<file path="src/rtl/fruit_ctrl.sv">
// fruit_ctrl -- per-fruit game controller for the fruit motion generator.
//
// Once per frame it decides whether to launch a fruit, whether the blade sliced
// it, and whether the fruit was missed. It also keeps the slice count and the
// remaining lives.
//
// Optional feature macro: FRUIT_CTRL_LIVES_EN
//   defined   : a miss costs a life, and running out of lives enters GAMEOVER.
//   undefined : o_lives is tied to LIVES and o_game_over is tied to 0.
//               A miss simply relaunches the fruit.
//
// Ports
//   i_frame_clk    in   1   frame-rate clock; all state changes on its rising edge
//   i_reset_n      in   1   synchronous reset, active low
//   i_start        in   1   level; leaves IDLE/GAMEOVER when high
//   i_fruit_x/y    in  10   fruit centre (the generator's previous-frame position)
//   i_fruit_s      in  10   fruit half-size
//   i_blade_x/y    in  10   blade cursor
//   i_blade_down   in   1   blade pressed this frame
//   o_new_fruit    out  1   one-cycle pulse: generator loads a fresh launch
//   o_move_fruit   out  1   level: generator integrates motion
//   o_fruits_cut   out  8   slice count, saturating at 255
//   o_sliced       out  1   one-cycle pulse on a slice
//   o_show_split   out  1   high while the split sprite is shown
//   o_lives        out  2   remaining lives
//   o_game_over    out  1   high in GAMEOVER
module fruit_ctrl #(
  parameter int X_MAX        = 639,
  parameter int Y_MAX        = 479,
  parameter int BLADE_R      = 4,
  parameter int LAUNCH_DELAY = 30,
  parameter int SLICE_HOLD   = 15,
  parameter int MIN_FLIGHT   = 8,
  parameter int LIVES        = 3
) (
  input  logic       i_frame_clk,
  input  logic       i_reset_n,
  input  logic       i_start,
  input  logic [9:0] i_fruit_x,
  input  logic [9:0] i_fruit_y,
  input  logic [9:0] i_fruit_s,
  input  logic [9:0] i_blade_x,
  input  logic [9:0] i_blade_y,
  input  logic       i_blade_down,
  output logic       o_new_fruit,
  output logic       o_move_fruit,
  output logic [7:0] o_fruits_cut,
  output logic       o_sliced,
  output logic       o_show_split,
  output logic [1:0] o_lives,
  output logic       o_game_over
);

  typedef enum logic [2:0] {
    S_IDLE,
    S_LAUNCH,
    S_FLIGHT,
    S_SLICED,
    S_GAMEOVER
  } state_t;

  localparam logic [7:0] LAUNCH_LAST = 8'(LAUNCH_DELAY - 1);
  localparam logic [7:0] HOLD_LAST   = 8'(SLICE_HOLD - 1);
  localparam logic [7:0] FLIGHT_SAT  = 8'(MIN_FLIGHT);

  state_t     r_state;
  logic [7:0] r_timer;
  logic [7:0] r_count;
  logic       r_new_fruit;
  logic       r_move_fruit;
  logic       r_sliced;
  logic       r_show_split;
`ifdef FRUIT_CTRL_LIVES_EN
  logic [1:0] r_lives;
  logic       r_game_over;
`endif

  // The differences are formed at 11 bits, so a fruit near column 0 and a blade
  // near column 1023 cannot wrap into a false hit.
  logic signed [10:0] w_dx;
  logic signed [10:0] w_dy;
  logic        [10:0] w_adx;
  logic        [10:0] w_ady;
  logic        [10:0] w_reach;
  logic               w_hit;
  logic               w_offscreen;
  logic               w_miss;

  assign w_dx    = $signed({1'b0, i_blade_x}) - $signed({1'b0, i_fruit_x});
  assign w_dy    = $signed({1'b0, i_blade_y}) - $signed({1'b0, i_fruit_y});
  assign w_adx   = w_dx[10] ? $unsigned(-w_dx) : $unsigned(w_dx);
  assign w_ady   = w_dy[10] ? $unsigned(-w_dy) : $unsigned(w_dy);
  assign w_reach = {1'b0, i_fruit_s} + 11'(BLADE_R);
  assign w_hit   = i_blade_down && (w_adx <= w_reach) && (w_ady <= w_reach);

  // The fruit spawns at the bottom row (Y_MAX), so an off-screen position is
  // ignored until the flight timer has saturated.
  assign w_offscreen = (i_fruit_x > 10'(X_MAX)) || (i_fruit_y > 10'(Y_MAX));
  assign w_miss      = (r_timer == FLIGHT_SAT) && w_offscreen;

  always_ff @(posedge i_frame_clk) begin
    if (!i_reset_n) begin
      r_state      <= S_IDLE;
      r_timer      <= '0;
      r_count      <= '0;
      r_new_fruit  <= 1'b0;
      r_move_fruit <= 1'b0;
      r_sliced     <= 1'b0;
      r_show_split <= 1'b0;
`ifdef FRUIT_CTRL_LIVES_EN
      r_lives      <= 2'(LIVES);
      r_game_over  <= 1'b0;
`endif
    end else begin
      r_new_fruit <= 1'b0;
      r_sliced    <= 1'b0;
      case (r_state)
        S_IDLE: begin
          if (i_start) begin
            r_state <= S_LAUNCH;
            r_timer <= '0;
            r_count <= '0;
`ifdef FRUIT_CTRL_LIVES_EN
            r_lives <= 2'(LIVES);
`endif
          end
        end
        S_LAUNCH: begin
          if (r_timer == LAUNCH_LAST) begin
            r_new_fruit <= 1'b1;
            r_state     <= S_FLIGHT;
            r_timer     <= '0;
          end else begin
            r_timer <= r_timer + 8'd1;
          end
        end
        S_FLIGHT: begin
          r_move_fruit <= 1'b1;
          // A hit takes priority over a miss decided on the same frame.
          if (w_hit) begin
            r_state      <= S_SLICED;
            r_sliced     <= 1'b1;
            r_show_split <= 1'b1;
            r_timer      <= '0;
            if (r_count != 8'hFF) begin
              r_count <= r_count + 8'd1;
            end
          end else if (w_miss) begin
            r_move_fruit <= 1'b0;
            r_timer      <= '0;
`ifdef FRUIT_CTRL_LIVES_EN
            r_lives <= r_lives - 2'd1;
            if (r_lives == 2'd1) begin
              r_state     <= S_GAMEOVER;
              r_game_over <= 1'b1;
            end else begin
              r_state <= S_LAUNCH;
            end
`else
            r_state <= S_LAUNCH;
`endif
          end else if (r_timer != FLIGHT_SAT) begin
            r_timer <= r_timer + 8'd1;
          end
        end
        S_SLICED: begin
          if (r_timer == HOLD_LAST) begin
            r_state      <= S_LAUNCH;
            r_show_split <= 1'b0;
            r_move_fruit <= 1'b0;
            r_timer      <= '0;
          end else begin
            r_timer <= r_timer + 8'd1;
          end
        end
        S_GAMEOVER: begin
          if (i_start) begin
            r_state <= S_LAUNCH;
            r_timer <= '0;
            r_count <= '0;
`ifdef FRUIT_CTRL_LIVES_EN
            r_lives     <= 2'(LIVES);
            r_game_over <= 1'b0;
`endif
          end
        end
        default: r_state <= S_IDLE;
      endcase
    end
  end

  assign o_new_fruit  = r_new_fruit;
  assign o_move_fruit = r_move_fruit;
  assign o_fruits_cut = r_count;
  assign o_sliced     = r_sliced;
  assign o_show_split = r_show_split;
`ifdef FRUIT_CTRL_LIVES_EN
  assign o_lives      = r_lives;
  assign o_game_over  = r_game_over;
`else
  assign o_lives      = 2'(LIVES);
  assign o_game_over  = 1'b0;
`endif

endmodule

</file>
<file path="config.mk">
export PLATFORM = sky130hd
export DESIGN_NAME = fruit_ctrl
export DESIGN_NICKNAME = d
export VERILOG_FILES = /design/src/rtl/fruit_ctrl.sv
export SDC_FILE = /design/constraint.sdc
export NUM_CORES = 1
export LEC_CHECK = 0
export CAP_MARGIN = 40
export CORE_MARGIN = 8
export CORE_UTILIZATION = 25
export CTS_CLUSTER_SIZE = 8
export DETAILED_ROUTE_END_ITERATION = 12
export GPL_TIMING_DRIVEN = 0
export PLACE_DENSITY = 0.57
export SLEW_MARGIN = 20
export SYNTH_ARGS = -nofsm -noshare
export SYNTH_HDL_FRONTEND = slang
export SYNTH_SLANG_ARGS = --single-unit
</file>
<file path="constraint.sdc">
create_clock -name i_frame_clk -period 5.55 [get_ports i_frame_clk]
set_input_delay 1.665 -clock i_frame_clk [delete_from_list [all_inputs] [get_ports i_frame_clk]]
set_output_delay 1.665 -clock i_frame_clk [all_outputs]
set_load 0.01 [all_outputs]
</file>
After elaboration in Yosys (flattened, before gate mapping). Index checks and enable logic that the tools add are counted.

$add $sub $neg: 7. Magnitude comparators: 4. Equal/unequal tests: 16. Mux-type cells: 26. Reductions and logical operators: 16.

Operators with widths (number): $mux W8 (8); $pmux W8 S4 (1); $le A11 B11 Y1 (2); $mux W11 (2); $neg A11 Y11 (2); $sub A10 B10 Y11 (2); $add A8 B1 Y8 const B (2); $eq A8 B4 Y1 const B (2); $pmux W8 S2 (1); $mux W3 (5); $pmux W3 S4 (1); $add A10 B3 Y11 const B (1); $gt A10 B10 Y1 const B (1); $gt A10 B9 Y1 const B (1); $eq A8 B5 Y1 const B (1); $ne A2 B2 Y1 const B (4); $ne A8 B4 Y1 const B (1); $ne A8 B8 Y1 const B (1); $reduce_and A4 Y1 (2); $eq A3 B2 Y1 const B (2); $mux W1 (6); $reduce_and A2 Y1 (3); $reduce_and A3 Y1 (2); $ne A4 B4 Y1 const B (1); other kinds (11) (15).

Register bits after elaboration: 23. Bits of input ports: 54. Output and inout bits: 15. Word-level logic and storage cells: 76.

Logic depth before layout (Yosys ltp).
Word-level depth: 8. Mapped depth: 20.

Worst setup path before layout. Ideal clock, no wire load.

Path type: input to register. Start: input i_blade_y[0]. End: register r_count[7] (netlist: o_fruits_cut[7]). Data arrival time: 5.414 ns. Path slack: 0.020 ns. Cell stages on the path: 19. Path buffers: 1. Cell sequence: inv_1 -> ha_1 -> inv_1 -> fa_1 -> a21oi_1 -> o21ai_2 -> a2111oi_2 -> nor3_1 -> a31o_1 -> buf_6 -> nor4b_1 -> ha_1 -> a21oi_1 -> o21ai_0 -> nor4_2 -> o32ai_4 -> nor4_4 -> a31oi_1 -> a41o_1.

Word-level cells in the longest chain between the ends: 7.

RTL lines: start, declared (RTL line 43) `input logic [9:0] i_blade_y,`; $sub A10 B10 Y11 * (RTL line 90) `assign w_dy = $signed({1'b0, i_blade_y}) - $signed({1'b0, i_fruit_y});`; $neg A11 Y11 (RTL line 92) `assign w_ady = w_dy[10] ? $unsigned(-w_dy) : $unsigned(w_dy);`; $mux W11 * (RTL line 92); $le A11 B11 Y1 * (RTL line 94) `assign w_hit = i_blade_down && (w_adx <= w_reach) && (w_ady <= w_reach);`; $logic_and A1 B1 Y1 * (RTL line 94); $ne A2 B2 Y1 (no line) *; $reduce_and A4 Y1 (no line) *; end signal, assigned (RTL line 146) `r_count <= r_count + 8'd1;`; end, declared (RTL line 68) `logic [7:0] r_count;`.

Every way passes the cells marked *; elsewhere a longest branch is shown, timed or not. A chain may end at the register's enable or synchronous reset.

Worst setup path after layout. Same ends and word-level chain as after synthesis.

==> flow_summary.toml <==
[run_status]
status = "complete, no violations"

[critical_path]
critPathLaunchType = "input port"
crit-reg2reg-launch = "r_timer[5]$_SDFFE_PN0P_"
r2r-end = "r_timer[4]$_SDFFE_PN0P_"
slowest_stage = "fa_2"
crit_cells = 22
crit_buf_inv = 5
slowest_delay_ps = 400
worst_path_dominant_cell_family = "compound AO/OA/AOI/OAI gates"
reg2reg_depth = 6
worstPathArrival_ps = 5680
startpoint = "i_blade_y[0]"
path_class = "in2reg"
crit_path_max_fanout = 5
rrSetupSlack_ps = 3570
path_cells = "buf_6 > inv_4 > ha_4 > inv_2 > fa_2 > a21oi_4 > o21ai_4 > a2111oi_4 > nor3_2 > a31o_1 > buf_6 > a31oi_4 > xnor2_2 > ha_1 > a21oi_2 > o21ai_2 > nor4_4 > o32ai_4 > buf_12 > nor4_4 > a31oi_1 > a41o_1"
cp.required_ps = 5700
endpoint = "o_fruits_cut[7]$_SDFFE_PN0P_"
endpoint_kind = "flop"

[sta]
rsz0062_at_grt = "true"
hold_violations = 0
tightest_slew_ps = 878
tns_ps = 0
period_share_pct = 99.5
slew_viol_final = 0
finalWorstSetupSlack_ps = 27.4
setup_viol = 0
max-slew-margin-rel_pct = 41.0
clock.fmax_mhz = 181
finClkSkew_ps = 1.31
period_minus_slack_ps = 5520

[clock_network]
clk_pin_slew_worst_paths_ps = 60
cts_tree = "yes"
clk_latency_ps = 260
cts_buffer_depth = 2
root_buffer = "clkbuf_16"
htreeDepth = 1
clkSinkCount = 22
cts_hold_buf = 0
numCtsBuffers = 3

[drt]
ant_nets = 0
drc_errors = 0
wl_per_cell_um = 13.1
first_iter_violations = 107
firstDrtPassIters = 4
vias = 3041
drt-vias-per-instance = 4.80
drt-total-wl_um = 8320

[yosys]
ys_warn_count = 0
synth_top_family_by_area = "simple AND/OR/NAND/NOR gates"
yosysTopAreaCell = "ha_1"
synth_compound_area_share_pct = 17.2
yosys.area_share.simple_pct = 25.5
async_flop_share_pct = 0
ys_seq_elements = 22
netlist.area_leader.share_pct = 20.4
muxShareOfSynthArea_pct = 1.06
synthTopCellsByArea = "ha_1, dfxtp_1, xnor2_1"
netlist_area_um2 = 3070
yosysSeqAreaShare_pct = 14.4
syn_inst = 394
synthAdderAreaFrac_pct = 21.7
ys.flop_type = "dfxtp_1"
syn_area_per_cell_um2 = 7.79
synth_cell_types = 58
synthXorXnorAreaFrac_pct = 14.0
synth-edff-count = 0

[floorplan]
die-area_um2 = 16100
io_pins = 69
die_x_um = 127
initial_core_util_pct = 25.5
die_y_um = 127
rows = 40
core_um2 = 12000

[power_and_ir_drop]
switching_share_pct = 37.8
pwr-share-seq_pct = 16.9
clockPowerShare_pct = 21.7
switching_power_uw = 358
power-per-cell-area_nw_per_um2 = 204
ir_drop_v = 0.000133
internal-power_uw = 590
comb_power_share_pct = 61.4
leakage_nw = 1.89

[layout]
final_nets = 593
diodes = 0
drive_above_1_share_pct = 24.1
final_common_cell = "clkdlybuf4s50_1"
syn_to_final_growth_pct = 51.7
final_cells = 633
layout_common_cells = "clkdlybuf4s50_1, ha_1, nor2_1, nand2_1, inv_1"

[grt]
gr-usage-met3_pct = 1.80
track_usage_pct = 9.81
overflow = 0
antenna_found_initial = 0
busiest_layer = "met2"
use_met2_pct = 18.8
grt_max_degree = 14
grt_first_pass_wirelength_um = 13600
grt_pass1_vias = 3053
use_met1_pct = 11.2

[place]
gp_congestion = 0.763
place_ws_ps = -953
dpl.hpwl_um = 6570
portBuffers = 65
post-place-cells = 607

[hold_path]
hold_path_class = "reg2reg"

[job]
maxCapViolations = 0
[cell usage after synthesis, types with 2 or more instances]
cell,instances
a31o_2,3
dfxtp_1,22
a211oi_1,3
ha_1,50
fa_1,2
o2111ai_1,2
a21oi_1,24
inv_1,34
xor2_1,18
nor2b_1,6
o21ai_0,12
clkbuf_1,4
mux2_2,2
nor4_1,3
conb_1,2
nand2_1,26
o31ai_1,2
o21bai_1,2
nor3_1,13
nand2b_1,4
nor2_1,38
nand3_1,20
and2_1,7
o211ai_1,3
nand4_1,11
nand3b_1,3
and3_1,7
xnor2_1,31
a31oi_1,5
buf_4,3
o22ai_1,3
nor4b_1,3
[metal layers]
metal / up-vias / wire length (µm)
met5: - / 0
met4: 0 / 45
met3: 5 / 324
met2: 37 / 4400
met1: 1425 / 3550
li1: 1574 / -
[per-stage QoR]
step	hold WS (ps)	instance area [µm²]	utilization, %	power [mW]
global route	515	4650	38.7	1.02
global placement	470	3910	32.5	0.574
detailed placement	480	3910	32.5	0.590
finish	488	4650	38.7	0.948
CTS	490	4230	35.2	0.849
floorplan	494	3070	-	0.480
[power by group through the flow]
| stage | Sequential, mW | Clock (mW) | Combinational [mW] |
|---|---|---|---|
| final | 0.160 | 0.206 | 0.582 |
| after global routing | 0.160 | 0.215 | 0.642 |
| after CTS | 0.160 | 0.208 | 0.481 |
| after detailed placement | 0.164 | 0 | 0.426 |
| after global placement | 0.164 | 0 | 0.411 |
| after floorplan | 0.163 | 0 | 0.316 |
[kinds of logic (layout without fill, tap and decap cells)]
family,count (synthesis),in the layout
DFF,22,22
xor gates and xnor gates,49,49
AOI/OAI and AO/OA,73,73
and+or+nand+nor,150,150
other,2,3
buffers and inverters,43,134
adders and majority gates,52,52
muxes,3,3
[worst register-to-register path, stage by stage (launching register included)]
cell and delay, ps:
dfxtp_1 350, nor4_1 380, and4b_1 320, a21oi_1 140, and2_4 220, o31ai_4 360, nor2_1 90
[final cells by class]
class	instances	area [µm²]
well taps	147	184
inverters	34	130
clock buffers	3	75.1
repair buffers	88	843
multi-input cells	330	2900
clock inverters	1	30.0
plain buffers	8	50.0
flip-flops and latches	22	440
fillers	1208	7360
[worst min path at each step]
stage / start / endpoint / slack (ps) / depth (start not counted)
2_1_floorplan: r_timer[2]$_SDFFE_PN0P_ / r_timer[2]$_SDFFE_PN0P_ / 490 / 2
3_3_place_gp: o_fruits_cut[5]$_SDFFE_PN0P_ / o_fruits_cut[5]$_SDFFE_PN0P_ / 470 / 2
3_5_place_dp: o_fruits_cut[5]$_SDFFE_PN0P_ / o_fruits_cut[5]$_SDFFE_PN0P_ / 480 / 2
4_1_cts: o_fruits_cut[5]$_SDFFE_PN0P_ / o_fruits_cut[5]$_SDFFE_PN0P_ / 490 / 2
5_1_grt: o_fruits_cut[5]$_SDFFE_PN0P_ / o_fruits_cut[5]$_SDFFE_PN0P_ / 520 / 2
6_report: o_fruits_cut[5]$_SDFFE_PN0P_ / o_fruits_cut[5]$_SDFFE_PN0P_ / 490 / 2
[sequential cells by signal, indices dropped and copies added, names as in the netlist]
signal / count
o_move_fruit: 1
o_new_fruit: 1
o_show_split: 1
r_timer: 8
r_state: 2
o_sliced: 1
o_fruits_cut: 8
[repair_timing]
item                                   in CTS  in global routing
cloned                                      1                  0
pin swaps                                  42                 47
buffers inserted                            7                 15
endpoints found under the hold margin       0                  0
setup endpoints to repair                  21                 21
gates resized for setup                    46                 70
Power figures use the tool's default switching activity.
